<file path="src/rtl/vga_sync_ctrl_pkg.sv">
// Shared VGA timing constants (default 640x480@60) and helpers.
// Used by the sync controller and the pixel/overlay logic that follows it.
package vga_sync_ctrl_pkg;

  localparam int unsigned CNT_W   = 10;
  localparam int          CNT_MAX = (1 << CNT_W) - 1;

  localparam int DEF_CLK_DIV = 2;
  localparam int DEF_HD      = 640;
  localparam int DEF_HF      = 16;
  localparam int DEF_HB      = 48;
  localparam int DEF_HR      = 96;
  localparam int DEF_VD      = 480;
  localparam int DEF_VF      = 10;
  localparam int DEF_VB      = 33;
  localparam int DEF_VR      = 2;

  typedef struct packed {
    logic hsync;
    logic vsync;
  } sync_t;

  // Last count value of a scan axis made of display, porches and retrace.
  function automatic int span_max(input int d, input int f, input int b, input int r);
    return d + f + b + r - 1;
  endfunction

endpackage

</file>
<file path="src/rtl/vga_sync_ctrl_mod_counter.sv">
// Modulo-N counter with enable; wraps N-1 -> 0 and flags its last count.
module mod_counter #(
  parameter int N = 2,
  parameter int W = 1
) (
  input  logic         clk,
  input  logic         reset,
  input  logic         en,
  output logic [W-1:0] q,
  output logic         max_tick
);

  localparam logic [W-1:0] LAST = W'(N - 1);

  logic [W-1:0] q_q;
  logic [W-1:0] q_d;

  assign q        = q_q;
  assign max_tick = (q_q == LAST);

  always_comb begin
    q_d = q_q;
    if (en) begin
      q_d = max_tick ? '0 : q_q + W'(1);
    end
  end

  always_ff @(posedge clk) begin
    if (reset) begin
      q_q <= '0;
    end else begin
      q_q <= q_d;
    end
  end

endmodule

</file>
<file path="src/rtl/vga_sync_ctrl.sv">
// VGA scan timing: pixel strobe, h/v counters, sync pulses, video_on and frame strobe.
// hsync/vsync are registered from next-state counts so they line up with pixel_x/pixel_y.
module vga_sync_ctrl
  import vga_sync_ctrl_pkg::*;
#(
  parameter int CLK_DIV = DEF_CLK_DIV,
  parameter int HD      = DEF_HD,
  parameter int HF      = DEF_HF,
  parameter int HB      = DEF_HB,
  parameter int HR      = DEF_HR,
  parameter int VD      = DEF_VD,
  parameter int VF      = DEF_VF,
  parameter int VB      = DEF_VB,
  parameter int VR      = DEF_VR
) (
  input  logic             clk,
  input  logic             reset,
  output logic             p_tick,
  output logic [CNT_W-1:0] pixel_x,
  output logic [CNT_W-1:0] pixel_y,
  output logic             video_on,
  output logic             hsync,
  output logic             vsync,
  output logic             frame_tick
);

  localparam int H_MAX = span_max(HD, HF, HB, HR);
  localparam int V_MAX = span_max(VD, VF, VB, VR);
  localparam int DIV_W = (CLK_DIV > 1) ? $clog2(CLK_DIV) : 1;

  localparam logic [DIV_W-1:0] DIV_LAST = DIV_W'(CLK_DIV - 1);
  localparam logic [CNT_W-1:0] H_DISP   = CNT_W'(HD);
  localparam logic [CNT_W-1:0] HS_FIRST = CNT_W'(HD + HF);
  localparam logic [CNT_W-1:0] HS_LAST  = CNT_W'(HD + HF + HR - 1);
  localparam logic [CNT_W-1:0] V_DISP   = CNT_W'(VD);
  localparam logic [CNT_W-1:0] VS_FIRST = CNT_W'(VD + VF);
  localparam logic [CNT_W-1:0] VS_LAST  = CNT_W'(VD + VF + VR - 1);

  if (H_MAX > CNT_MAX || V_MAX > CNT_MAX || CLK_DIV < 1) begin : g_bad_params
    $error("vga_sync_ctrl: timing does not fit 10-bit counters or CLK_DIV < 1");
  end

  logic [DIV_W-1:0] div_q;
  logic             div_max;
  logic [CNT_W-1:0] x_q;
  logic [CNT_W-1:0] y_q;
  logic             h_max_tick;
  logic             v_max_tick;
  logic             line_end;

  mod_counter #(.N(CLK_DIV), .W(DIV_W)) u_div (
    .clk      (clk),
    .reset    (reset),
    .en       (1'b1),
    .q        (div_q),
    .max_tick (div_max)
  );

  mod_counter #(.N(H_MAX + 1), .W(CNT_W)) u_hcnt (
    .clk      (clk),
    .reset    (reset),
    .en       (p_tick),
    .q        (x_q),
    .max_tick (h_max_tick)
  );

  mod_counter #(.N(V_MAX + 1), .W(CNT_W)) u_vcnt (
    .clk      (clk),
    .reset    (reset),
    .en       (line_end),
    .q        (y_q),
    .max_tick (v_max_tick)
  );

  assign p_tick   = div_max & (div_q == DIV_LAST);
  assign line_end = p_tick & h_max_tick;

  // Mirror of the counters' next state, so the sync registers carry zero lag.
  logic [CNT_W-1:0] x_next;
  logic [CNT_W-1:0] y_next;
  sync_t            sync_d;
  sync_t            sync_q;

  always_comb begin
    x_next = x_q;
    y_next = y_q;
    if (p_tick) begin
      x_next = h_max_tick ? '0 : x_q + CNT_W'(1);
    end
    if (line_end) begin
      y_next = v_max_tick ? '0 : y_q + CNT_W'(1);
    end
    sync_d.hsync = !((x_next >= HS_FIRST) && (x_next <= HS_LAST));
    sync_d.vsync = !((y_next >= VS_FIRST) && (y_next <= VS_LAST));
  end

  always_ff @(posedge clk) begin
    if (reset) begin
      sync_q <= '{hsync: 1'b1, vsync: 1'b1};
    end else begin
      sync_q <= sync_d;
    end
  end

  assign pixel_x    = x_q;
  assign pixel_y    = y_q;
  assign hsync      = sync_q.hsync;
  assign vsync      = sync_q.vsync;
  assign video_on   = (x_q < H_DISP) && (y_q < V_DISP);
  assign frame_tick = line_end & v_max_tick;

endmodule

</file>
<file path="config.mk">
export PLATFORM = sky130hd
export DESIGN_NAME = vga_sync_ctrl
export DESIGN_NICKNAME = d
export VERILOG_FILES = /design/src/rtl/vga_sync_ctrl_pkg.sv /design/src/rtl/vga_sync_ctrl_mod_counter.sv /design/src/rtl/vga_sync_ctrl.sv
export SDC_FILE = /design/constraint.sdc
export NUM_CORES = 1
export LEC_CHECK = 0
export CAP_MARGIN = 10
export CORE_ASPECT_RATIO = 1.2
export CORE_MARGIN = 4
export CORE_UTILIZATION = 31
export DETAILED_ROUTE_END_ITERATION = 12
export MAX_ROUTING_LAYER = met4
export PLACE_DENSITY_LB_ADDON = 0.3
export SYNTH_ARGS = -nofsm -noshare
export SYNTH_HDL_FRONTEND = slang
export SYNTH_SLANG_ARGS = --single-unit
</file>
<file path="constraint.sdc">
create_clock -name clk -period 4.65 [get_ports clk]
set_input_delay 0.93 -clock clk [delete_from_list [all_inputs] [get_ports clk]]
set_output_delay 0.93 -clock clk [all_outputs]
set_load 0.005 [all_outputs]
</file>
== Yosys cells after proc, flatten, opt, wreduce, memory -nomap -nowiden ==
Cells that the tools add are included.
W data, S select, Z words.

* $add $sub $neg: 3
* Order comparisons: 6
* Eq/ne operators: 2
* Multiplexer cells: 4
* Bitwise logic cells: 2
* Reductions and logical operators: 6

{| class="wikitable"
|+ Operators with widths
! cell !! count
|-
| $mux W10 || 4
|-
| $add A10 B1 Y10 const B || 2
|-
| $eq A10 B10 Y1 const B || 2
|-
| $ge A10 B10 Y1 const B || 1
|-
| $ge A10 B9 Y1 const B || 1
|-
| $le A10 B10 Y1 const B || 1
|-
| $le A10 B9 Y1 const B || 1
|-
| $lt A10 B10 Y1 const B || 1
|-
| $lt A10 B9 Y1 const B || 1
|-
| $logic_and A1 B1 Y1 || 3
|-
| $and A1 B1 Y1 || 2
|-
| $logic_not A1 Y1 || 2
|-
| $reduce_or A2 Y1 || 1
|-
| $add A1 B1 Y1 const B || 1
|}

* Flip-flop bits (word level): 23
* Output and inout bits: 25
* Logic and storage cells: 28

== Depth between registers and ports, before layout ==
* Depth after elaboration: 6
* Gate-level depth with buffers: 7
* Gate-level depth less buffers: 7

== By module ==
Synthesis repeated with hierarchy kept, for this count alone.

* Cell total of the unflattened synthesis: 168
* Area total of the unflattened synthesis: 1421.4 um2

{| class="wikitable"
|+ Modules (own cells, without submodules)
! module !! instances !! cells an instance !! area each (um2)
|-
| mod_counter (u_vcnt) || 1 || 56 || 509.2
|-
| mod_counter (u_hcnt) || 1 || 51 || 464.2
|-
| vga_sync_ctrl || 1 || 57 || 407.9
|-
| mod_counter (u_div) || 1 || 4 || 40.0
|}

== Worst setup path before layout ==
Ideal clock, no wire load.

* Path kind: reg-to-output
* Start point: reg u_hcnt.q_q[0] (netlist: u_hcnt.q[0])
* End point: out frame_tick
* Arrival: 1.393 ns
* Required time: 3.720 ns
* Setup slack: 2.327 ns
* Cell stages (with the launch flop): 5
* Path buffers: 0
* Cell sequence: dfxtp_1 > ha_1 > nand4_1 > nor4_2 > and2_1

* Cells in the longest elaborated chain, start to end: 3

{| class="wikitable"
|+ RTL lines
! what !! RTL line !! source
|-
| start: declaration || vga_sync_ctrl_mod_counter.sv:15 || <nowiki>logic [W-1:0] q_q;</nowiki>
|-
| start signal: assignment || vga_sync_ctrl_mod_counter.sv:32 || <nowiki>q_q <= q_d;</nowiki>
|-
| $eq A10 B10 Y1 || vga_sync_ctrl_mod_counter.sv:19 || <nowiki>assign max_tick = (q_q == LAST);</nowiki>
|-
| $and A1 B1 Y1 || vga_sync_ctrl.sv:76 || <nowiki>assign line_end = p_tick & h_max_tick;</nowiki>
|-
| $and A1 B1 Y1 || vga_sync_ctrl.sv:110 || <nowiki>assign frame_tick = line_end & v_max_tick;</nowiki>
|-
| end: declaration || vga_sync_ctrl.sv:24 || <nowiki>output logic frame_tick</nowiki>
|}

Every way passes these cells.

== Worst setup path after layout ==
* Start point: reg u_vcnt.q_q[6] (netlist: u_vcnt.q[6])
* End point: out frame_tick

* Cells in the longest elaborated chain, start to end: 2

{| class="wikitable"
|+ RTL lines
! what !! RTL line
|-
| start: declaration || vga_sync_ctrl_mod_counter.sv:15
|-
| start signal: assignment || vga_sync_ctrl_mod_counter.sv:32
|-
| $eq A10 B10 Y1 || vga_sync_ctrl_mod_counter.sv:19
|-
| $and A1 B1 Y1 || vga_sync_ctrl.sv:110
|}

Every way passes these cells.

==> impl_metrics.csv <==
group,metric,value,unit
floorplan,core,4000,um^2
synth,syn_nets,150,
cts,post_cts_buffers,0,
drt,drc,0,
cts,cts_tree,"built",
pwr,netSwitchingPower,0.0000769,W
drt,drtIter0Drc,34,
pwr,clockPowerShare,37.0,%
timing,rsz0062_at_grt,"no",
grt,grt_max_degree,14,
synth,yosys.area.top_type,"dfxtp_1",
setup_path,crit-reg2reg-launch,"u_hcnt.q[0]",
hold_path,hp-class,"register to register",
place,place_area,1520,um^2
layout,syn2layout_area_growth,20.7,%
cts,h-tree-depth,1,
pwr,powerDensity,219,nW/um^2
grt,groute.usage.overall,12.7,%
timing,setup-violations-final,0,
pwr,p_leak,0.498,nW
place,gp_congestion,0.809,
synth,yosys_register_bits,23,
cts,clkTransAtPathRegs,80,ps
synth,ys_warn_count,0,
setup_path,rrSetupSlack,2310,ps
cts,numCtsBuffers,3,
setup_path,critPathMaxFanout,9,
layout,num-nets-final,174,
floorplan,die_area,5300,um^2
pwr,pwr-share-seq,59.0,%
grt,grt_pass1_wl,5080,um
setup_path,cp-start-kind,"register",
floorplan,initial_core_util,32.5,%
timing,period_needed,3200,ps
grt,antenna_found_initial,0,
synth,synth_top_area_share,35.4,%
cts,cts-resized-gates,0,
timing,min_period_over_period,68.9,%
setup_path,rr_endpoint,"vsync",
timing,fin_setup_tns,0,ps
run_status,status,"complete, no violations",
timing,worst_pin_slew,644,ps
drt,wire_per_inst,13.3,um
drt,wl,2960,um
cts,insertion_delay,270,ps
run,drv_cap,0,
hold_path,min_delay_worst_endpoint,"u_hcnt.q[1]",
synth,synthDistinctLibCells,42,
cts,root_buffer,"clkbuf_8",
synth,yosys-top-cells-area,"dfxtp_1 35%, xnor2_1 6.7%, nand2_1 4.6%, nor2_1 4.6%, nand4_1 4.3%",
drt,vias_per_cell,4.97,
cts,cts_hold_repair.buffers,0,
synth,yosysSeqAreaShare,35.4,%
layout,insertedDiodeCount,0,
grt,overflow,0,
timing,clock.fmax,312,MHz
synth,synth_edf_count,0,
synth,syn_avg_cell_area,8.97,um^2
setup_path,crit_type,"register to output port",
setup_path,worstPathArrival,2270,ps
synth,async_flop_share,0,%
pwr,power.internal,0.000266,W
timing,hold_ws,515,ps
synth,synth_ff_type,"dfxtp_1",
floorplan,die_h,79.0,um
setup_path,required,3720,ps
pwr,pwr-share-comb,4.0,%
layout,drive_gt1_share,10.1,%
drt,vias,1104,
synth,syn_inst,145,
floorplan,die_x,67.1,um
hold_path,min_path_cells,2,
place,port_buffers,26,
floorplan,io_pins,27,
drt,firstDrtPassIters,4,
cts,clock-sinks,23,
timing,hold_viol_final,0,
pwr,peakVddDrop,0.116,mV
timing,maxSlewViolCount,0,
floorplan,rows,25,
place,dp_hpwl,2230,um
timing,relSlewSlack,56.7,%
drt,ant_nets,0,
hold_path,hp-start,"u_hcnt.q[1]",
layout,finish.instance_area,1570,um^2
pwr,p_sw_share,22.4,%
synth,netlist_area,1300,um^2
setup_path,worst_setup_path_end_kind,"output port",
setup_path,ff2ff_path_depth,6,
timing,finalClockSkew,2.64,ps
cts,ctsLongestPathBuffers,2,
grt,grt_pass1_vias,1107,
worst max-delay path by stage:
stage / depth (start not counted) / slack, ps / endpoint / startpoint
detailed placement: 6 / 1760 / frame_tick / u_vcnt.q[0]
global placement: 4 / 1790 / frame_tick / u_vcnt.q[6]
floorplan: 4 / 2330 / frame_tick / u_hcnt.q[0]
finish: 4 / 1450 / frame_tick / u_vcnt.q[6]
CTS: 6 / 1460 / frame_tick / u_vcnt.q[0]
global route: 6 / 1300 / frame_tick / u_vcnt.q[0]
power groups by stage:
| stage | clock, W | combinational, W | sequential (W) |
|---|---|---|---|
| 3_5_place_dp | 0 | 0.0000139 | 0.000207 |
| 2_1_floorplan | 0 | 0.00000965 | 0.000206 |
| 3_3_place_gp | 0 | 0.0000140 | 0.000207 |
| 5_1_grt | 0.000145 | 0.0000155 | 0.000203 |
| 6_report | 0.000127 | 0.0000138 | 0.000202 |
| 4_1_cts | 0.000132 | 0.0000141 | 0.000203 |
cell usage after synthesis (2+ instances only):
cell,count
ha_1,3
buf_6,2
or4_4,2
buf_4,2
nor4_1,5
or2_2,2
xor2_1,5
nor2_1,16
or3_1,2
nand3b_1,2
o21ai_0,4
nand4_1,9
nand3_1,3
clkbuf_8,2
and3_1,4
nor3_1,3
or4_1,2
a21oi_1,4
nand2_1,16
xnor2_1,10
dfxtp_1,23
inv_1,4
cells by family (layout without fill, tap and decap cells):
logic type	Yosys count	in the layout	synth area share, %
flops	23	23	35.4
simple gates	74	74	32.7
xor+xnor	15	15	10.1
buf+inv	12	35	9.81
fa+ha+maj	3	3	2.88
compound gates	18	18	9.14
registers in the layout (all words and copies together), names as in the netlist:
| signal | count |
|---|---|
| vsync | 1 |
| u_div.max_tick | 1 |
| u_vcnt.q | 10 |
| u_hcnt.q | 10 |
| hsync | 1 |
through the flow:
step           setup WS (ps)  instances  utilization, %  total power, W
3_5_place_dp            1760        218            38.1        0.000221
4_1_cts                 1460        222            39.2        0.000349
3_3_place_gp            1790        218            38.1        0.000221
6_report                1450        222            39.2        0.000343
5_1_grt                 1300        222            39.2        0.000363
2_1_floorplan           2330        145               -        0.000215
worst max-delay path, cell delays in order (launching register included):
cell and delay, ps:
dfxtp_1 400, or3_1 380, nor4_1 500, and2_1 220, clkdlybuf4s50_1 500
layer usage:
| layer | GRT usage, % | vias up | routed length (um) |
|---|---|---|---|
| li1 | - | 559 | - |
| met1 | 15.3 | 518 | 1350 |
| met2 | 21.2 | 22 | 1490 |
| met3 | 1.70 | 5 | 70 |
| met4 | 4.87 | 0 | 48 |
| met5 | - | - | 0 |
placed cells by master (no fill, tap or decap), types with 2 or more instances in the layout:
| cell type | Yosys | routed |
|---|---|---|
| a21oi_1 | 4 | 4 |
| and3_1 | 4 | 4 |
| clkbuf_8 | 2 | 3 |
| clkdlybuf4s50_1 | 0 | 26 |
| dfxtp_1 | 23 | 23 |
| ha_1 | 3 | 3 |
| inv_1 | 4 | 4 |
| nand2_1 | 16 | 16 |
| nand3_1 | 3 | 3 |
| nand3b_1 | 2 | 2 |
| nand4_1 | 9 | 9 |
| nor2_1 | 16 | 16 |
| nor3_1 | 3 | 3 |
| nor4_1 | 5 | 5 |
| o21ai_0 | 4 | 4 |
| or2_2 | 2 | 2 |
| or3_1 | 2 | 2 |
| or4_1 | 2 | 2 |
| or4_4 | 2 | 2 |
| xnor2_1 | 10 | 10 |
| xor2_1 | 5 | 5 |
area by class of cell:
cell class	instances	area [um^2]
Multi-Input combinational cell	110	713
Clock buffer	3	41.3
Tap cell	54	67.6
Clock inverter	1	5.00
Fill cell	456	2430
Sequential cell	23	460
Timing Repair Buffer	27	268
Inverter	4	15.0
(Power assumes the default switching activity.)
